`config.mk`:
```
export PLATFORM = sky130hd
export DESIGN_NAME = key_expansion_128
export DESIGN_NICKNAME = d
export VERILOG_FILES = /design/src/rtl/key_expansion_128.sv
export SDC_FILE = /design/constraint.sdc
export NUM_CORES = 2
export LEC_CHECK = 0
export BUFFER_PORTS_ARGS = -buffer_cell sky130_fd_sc_hd__buf_2
export CAP_MARGIN = 20
export CORE_MARGIN = 2
export CORE_UTILIZATION = 60
export DETAILED_ROUTE_END_ITERATION = 10
export HOLD_SLACK_MARGIN = 0.03
export MAX_ROUTING_LAYER = met4
export PLACE_DENSITY_LB_ADDON = 0.3
export SLEW_MARGIN = 15
export SYNTH_ARGS = -nofsm -noshare
export SYNTH_HDL_FRONTEND = slang
export SYNTH_SLANG_ARGS = --single-unit
```
`constraint.sdc`:
```
create_clock -name clk -period 90.7 [get_ports clk]
set_clock_uncertainty 0.15 [all_clocks]
set_input_delay 22.675 -clock clk [delete_from_list [all_inputs] [get_ports clk]]
set_output_delay 22.675 -clock clk [all_outputs]
set_load 0.005 [all_outputs]
```
`src/rtl/key_expansion_128.sv`:
```
// Iterative AES-128 key schedule: one round key per clock, with all 11 keys
// kept in a store that has a registered, round-indexed read port.
module key_expansion_128 #(
  parameter int N = 128,
  parameter int R = 10
) (
  input  logic         clk,
  input  logic         rst,
  input  logic         start,
  input  logic [N-1:0] key,
  output logic         busy,
  output logic         rk_valid,
  output logic [3:0]   rk_round,
  output logic [N-1:0] round_key,
  output logic         done,
  output logic         keys_ready,
  input  logic [3:0]   rd_round,
  output logic [N-1:0] rd_key
);

  localparam logic [2047:0] SBOX = {
    128'h637c777bf26b6fc53001672bfed7ab76, 128'hca82c97dfa5947f0add4a2af9ca472c0,
    128'hb7fd9326363ff7cc34a5e5f171d83115, 128'h04c723c31896059a071280e2eb27b275,
    128'h09832c1a1b6e5aa0523bd6b329e32f84, 128'h53d100ed20fcb15b6acbbe394a4c58cf,
    128'hd0efaafb434d338545f9027f503c9fa8, 128'h51a3408f929d38f5bcb6da2110fff3d2,
    128'hcd0c13ec5f974417c4a77e3d645d1973, 128'h60814fdc222a908846eeb814de5e0bdb,
    128'he0323a0a4906245cc2d3ac629195e479, 128'he7c8376d8dd54ea96c56f4ea657aae08,
    128'hba78252e1ca6b4c6e8dd741f4bbd8b8a, 128'h703eb5664803f60e613557b986c11d9e,
    128'he1f8981169d98e949b1e87e9ce5528df, 128'h8ca1890dbfe6426841992d0fb054bb16
  };

  function automatic logic [7:0] sbox(input logic [7:0] b);
    sbox = SBOX[(255 - int'(b)) * 8 +: 8];
  endfunction

  typedef enum logic [1:0] {IDLE, EXPAND, READY} state_t;

  state_t       r_state, w_next_state;
  logic [N-1:0] r_w;
  logic [7:0]   r_rcon;
  logic [3:0]   r_round;
  logic         r_rk_valid, r_done;
  logic [N-1:0] r_round_key, r_rd_key;
  logic [N-1:0] r_store [0:R];

  logic         w_load, w_step, w_last;
  logic [31:0]  w_rot, w_temp, w_w0, w_w1, w_w2, w_w3;
  logic [N-1:0] w_next_key;
  logic [7:0]   w_rcon_next;

  // Capture is allowed from IDLE and READY; start during EXPAND is dropped.
  assign w_load = start && (r_state != EXPAND);
  assign w_step = (r_state == EXPAND);
  assign w_last = w_step && (r_round == 4'(R - 1));

  assign w_rot  = {r_w[23:0], r_w[31:24]};
  assign w_temp = {sbox(w_rot[31:24]) ^ r_rcon, sbox(w_rot[23:16]),
                   sbox(w_rot[15:8]), sbox(w_rot[7:0])};
  assign w_w0   = r_w[127:96] ^ w_temp;
  assign w_w1   = r_w[95:64]  ^ w_w0;
  assign w_w2   = r_w[63:32]  ^ w_w1;
  assign w_w3   = r_w[31:0]   ^ w_w2;
  assign w_next_key  = {w_w0, w_w1, w_w2, w_w3};
  assign w_rcon_next = {r_rcon[6:0], 1'b0} ^ (r_rcon[7] ? 8'h1b : 8'h00);

  always_ff @(posedge clk or posedge rst) begin
    if (rst) r_state <= IDLE;
    else     r_state <= w_next_state;
  end

  always_comb begin
    w_next_state = r_state;
    case (r_state)
      IDLE, READY: if (start)  w_next_state = EXPAND;
      EXPAND:      if (w_last) w_next_state = READY;
      default:     w_next_state = IDLE;
    endcase
  end

  always_ff @(posedge clk or posedge rst) begin
    if (rst) begin
      r_w         <= '0;
      r_rcon      <= 8'h01;
      r_round     <= '0;
      r_rk_valid  <= 1'b0;
      r_done      <= 1'b0;
      r_round_key <= '0;
      r_rd_key    <= '0;
      for (int i = 0; i <= R; i++) r_store[i] <= '0;
    end else begin
      r_rk_valid <= 1'b0;
      r_done     <= 1'b0;
      if (w_load) begin
        r_w         <= key;
        r_round_key <= key;
        r_round     <= '0;
        r_rk_valid  <= 1'b1;
        r_rcon      <= 8'h01;
        r_store[0]  <= key;
      end else if (w_step) begin
        r_w         <= w_next_key;
        r_round_key <= w_next_key;
        r_round     <= r_round + 4'd1;
        r_rk_valid  <= 1'b1;
        r_rcon      <= w_rcon_next;
        r_done      <= w_last;
        r_store[r_round + 4'd1] <= w_next_key;
      end
      // Read samples pre-edge contents, so a same-edge write is not visible.
      if (rd_round <= 4'(R)) r_rd_key <= r_store[rd_round];
      else                   r_rd_key <= '0;
    end
  end

  assign busy       = (r_state == EXPAND);
  assign keys_ready = (r_state == READY);
  assign rk_valid   = r_rk_valid;
  assign rk_round   = r_round;
  assign round_key  = r_round_key;
  assign done       = r_done;
  assign rd_key     = r_rd_key;

endmodule

```
==> flow_summary_export.csv <==
group,metric,value,unit
placed_design,dp_hpwl,215,mm
finish,mostFrequentLayoutCell,"dfrtp_1",
clock_network,worstSkewPairLatency,0.85,ns
logic_synthesis,ys_ff_latch,1680,
logic_synthesis,synth.avg_cell_area,9.64,um^2
global_route,grt_usage,0.462,
drt,drc,0,
setup_path,r2r_slack,83.55,ns
logic_synthesis,synth_top_area_frac,0.469,
finish,layout_common_cells,"dfrtp_1, nand2_1, o21ai_0",
setup_path,critPathArrivalTime,28.55,ns
hold_path,hp-start,"r_store[425]$_DFFE_PP0P_",
drt,first_pass_iters,7,
logic_synthesis,synthCells,9288,
setup_path,cp_max_fo,105,
floorplanning,rows,141,
clock_network,cts_tree,"done",
logic_synthesis,synth_edf_count,0,
setup_path,crit_path_end_kind,"asynchronous set/reset pin",
finish,num-nets-final,9270,
drt,num_vias,78342,
logic_synthesis,synth_area_leader_cell,"dfrtp_1",
setup_path,timing.rr.start,"round_key[25]$_DFFE_PP0P_",
sta,maxSlewViolCount,0,
finish,drive_gt1_frac,0.148,
global_route,first_global_vias,75526,
sta,report.final.hold_viol_count,0,
logic_synthesis,synth_top_flop_cell,"dfrtp_1",
sta,maxSlewHeadroom,0.124,
drt,drt_iter0_markers,11583,
drt,avgRoutedWirePerCell,30.7,um
job,maxCapViolCount,0,
drt,drt_wl_total,342,mm
clock_network,ctsHoldBuffers,0,
run_status,run_status,"complete, no violations",
floorplanning,die_height,390,um
global_route,grt_max_degree,204,
sta,max_freq,35.9,MHz
logic_synthesis,netlist_area,0.0895,mm^2
setup_path,path_cells,"buf_2 > inv_8 > buf_4 > buf_4 > buf_4 > buf_4 > buf_4 > buf_4",
sta,period_share,0.308,
logic_synthesis,yosys_warnings,0,
hold_path,hold_path_class,"reg2reg",
floorplanning,die_area,0.152,mm^2
setup_path,startpoint_type,"primary input",
floorplanning,start_util,0.605,
hold_path,min_path_cells,2,
global_route,grt-ovfl-total,0,
floorplanning,core,0.148,mm^2
global_route,grt_first_pass_wirelength,504,mm
floorplanning,die_x,390,um
clock_network,cts.sinks,1680,
logic_synthesis,synth.yosys.seq_area_share,0.470,
sta,worst_slew_pin_slew,1.31,ns
setup_path,cp_slowest_stage_delay,0.89,ns
global_route,grt_antenna_before_repair,25,
sta,period_minus_slack,27.89,ns
clock_network,clk_path_buf_depth,3,
clock_network,cts_resized,0,
setup_path,r2r_end,"r_store[417]$_DFFE_PP0P_",
sta,setup_tns,0,ns
logic_synthesis,synthesis.nets,9485,
logic_synthesis,async_flop_share,1.00,
hold_path,hold_end,"r_store[425]$_DFFE_PP0P_",
clock_network,htree_num_levels,4,
placed_design,routabilityCongestion,1.06,
setup_path,critPathKind,"in2async",
drt,drtAntennaViolNets,0,
logic_synthesis,yosysUniqueCellTypes,110,
setup_path,reg2reg_depth,11,
finish,areaGrowthSynthToFinish,9.31,%
clock_network,path_clk_slew,0.06,ns
floorplanning,ios,399,
drt,via_per_inst,7.02,
sta,rsz0062_at_grt,"false",
placed_design,port_buffers,398,
clock_network,root_buffer,"clkbuf_16",
setup_path,cpMostUsedCell,"buf_4",
setup_path,required,91.36,ns
logic_synthesis,yosys-top-cells-area,"dfrtp_1, o21ai_0, mux4_2",
sta,finalSetupViolations,0,
clock_network,cts_buffers,172,
setup_path,cp_slowest_cell,"buf_4",
clock_network,cts_setup_buffers,0,
## flip-flops by register name, indices dropped and copies added (netlist names)
register   cells
r_store     1408
rd_key       128
round_key    128
r_rcon         8
rk_round       4
r_state        2
done           1
rk_valid       1
## per-layer routing
metal | share of wire | vias to the layer above | GRT usage
met2 | 0.43 | 5401 | 0.636
met3 | 0.14 | 1063 | 0.157
met1 | 0.37 | 38962 | 0.597
li1 | - | 32916 | -
met5 | 0 | - | -
met4 | 0.064 | 0 | 0.261
## worst max path at each step
stage | endpoint | slack, ns | start | depth (start not counted)
after floorplan | done$_DFF_PP0_ | 20.46 | rst | 1
after global placement | r_store[326]$_DFFE_PP0P_ | 61.88 | rst | 8
after detailed placement | r_store[1094]$_DFFE_PP0P_ | 61.70 | rst | 8
after CTS | rd_key[70]$_DFF_PP0_ | 62.60 | rst | 8
after global routing | rd_key[112]$_DFF_PP0_ | 61.86 | rst | 8
final | rd_key[112]$_DFF_PP0_ | 62.81 | rst | 8
## worst max-delay path, delay by kind of cell
family / cells / cell delay [ns]
buffers and inverters: 8 / 5.50
## layout make-up
class,count,area (um^2)
antenna,22,55.1
clock buffer,237,4940
clock inverter,71,1070
fill,11416,50200
inverter,75,297
multi-input combinational,6542,43300
sequential,1680,42100
tap,1930,2410
timing repair buffer,602,3720
## logic make-up (layout without fill, tap and decap cells)
group / Yosys count / after routing / share of synthesized area
xor gates and xnor gates: 195 / 195 / 0.0239
buffers and inverters: 1066 / 985 / 0.0496
DFF: 1680 / 1680 / 0.470
adders and majority gates: 62 / 62 / 0.00867
and+or+nand+nor: 2589 / 2589 / 0.125
AOI/OAI and AO/OA: 3018 / 3018 / 0.201
muxes: 678 / 678 / 0.122
other: 0 / 22 / 0
## cell usage after synthesis, types with 21 or more instances
cell          n
or2_2        24
a221oi_1     59
ha_1         62
o21ai_1      98
o22ai_1     161
buf_6        23
nor4_1       21
inv_1        62
clkbuf_1    721
a21oi_1     445
buf_2       143
nor2_1      434
a22oi_1     146
buf_4        21
nor3_1      103
mux2i_1     332
o2111ai_1    25
and2_1       38
nand3_1     139
a211o_1      36
buf_1        76
or3_1        29
o211ai_1     57
dfrtp_1    1679
o21ai_0    1496
o311ai_0     37
a311oi_1     37
o31ai_1      24
o21a_1       36
a211oi_1     66
a31oi_1      58
xor2_1       49
and3_1       25
nor2b_1     100
mux4_2      328
nand2b_1     86
xnor2_1     109
nand2_1    1500
## metrics by stage
| stage | hold slack [ns] | cell area [um^2] | worst slack [ns] | util | std cells |
|---|---|---|---|---|---|
| 2_1_floorplan | 0.295 | 89500 | 20.46 | - | 9288 |
| 3_3_place_gp | 0.306 | 91600 | 61.88 | 0.619 | 10817 |
| 4_1_cts | 0.328 | 97600 | 62.60 | 0.660 | 11129 |
| 3_5_place_dp | 0.315 | 91600 | 61.70 | 0.619 | 10821 |
| 5_1_grt | 0.342 | 97800 | 61.86 | 0.661 | 11158 |
| 6_report | 0.325 | 97800 | 62.81 | 0.661 | 11159 |
Power is not shown: default switching activity piles up to over one toggle a cycle in this logic, so the estimate is an artifact.
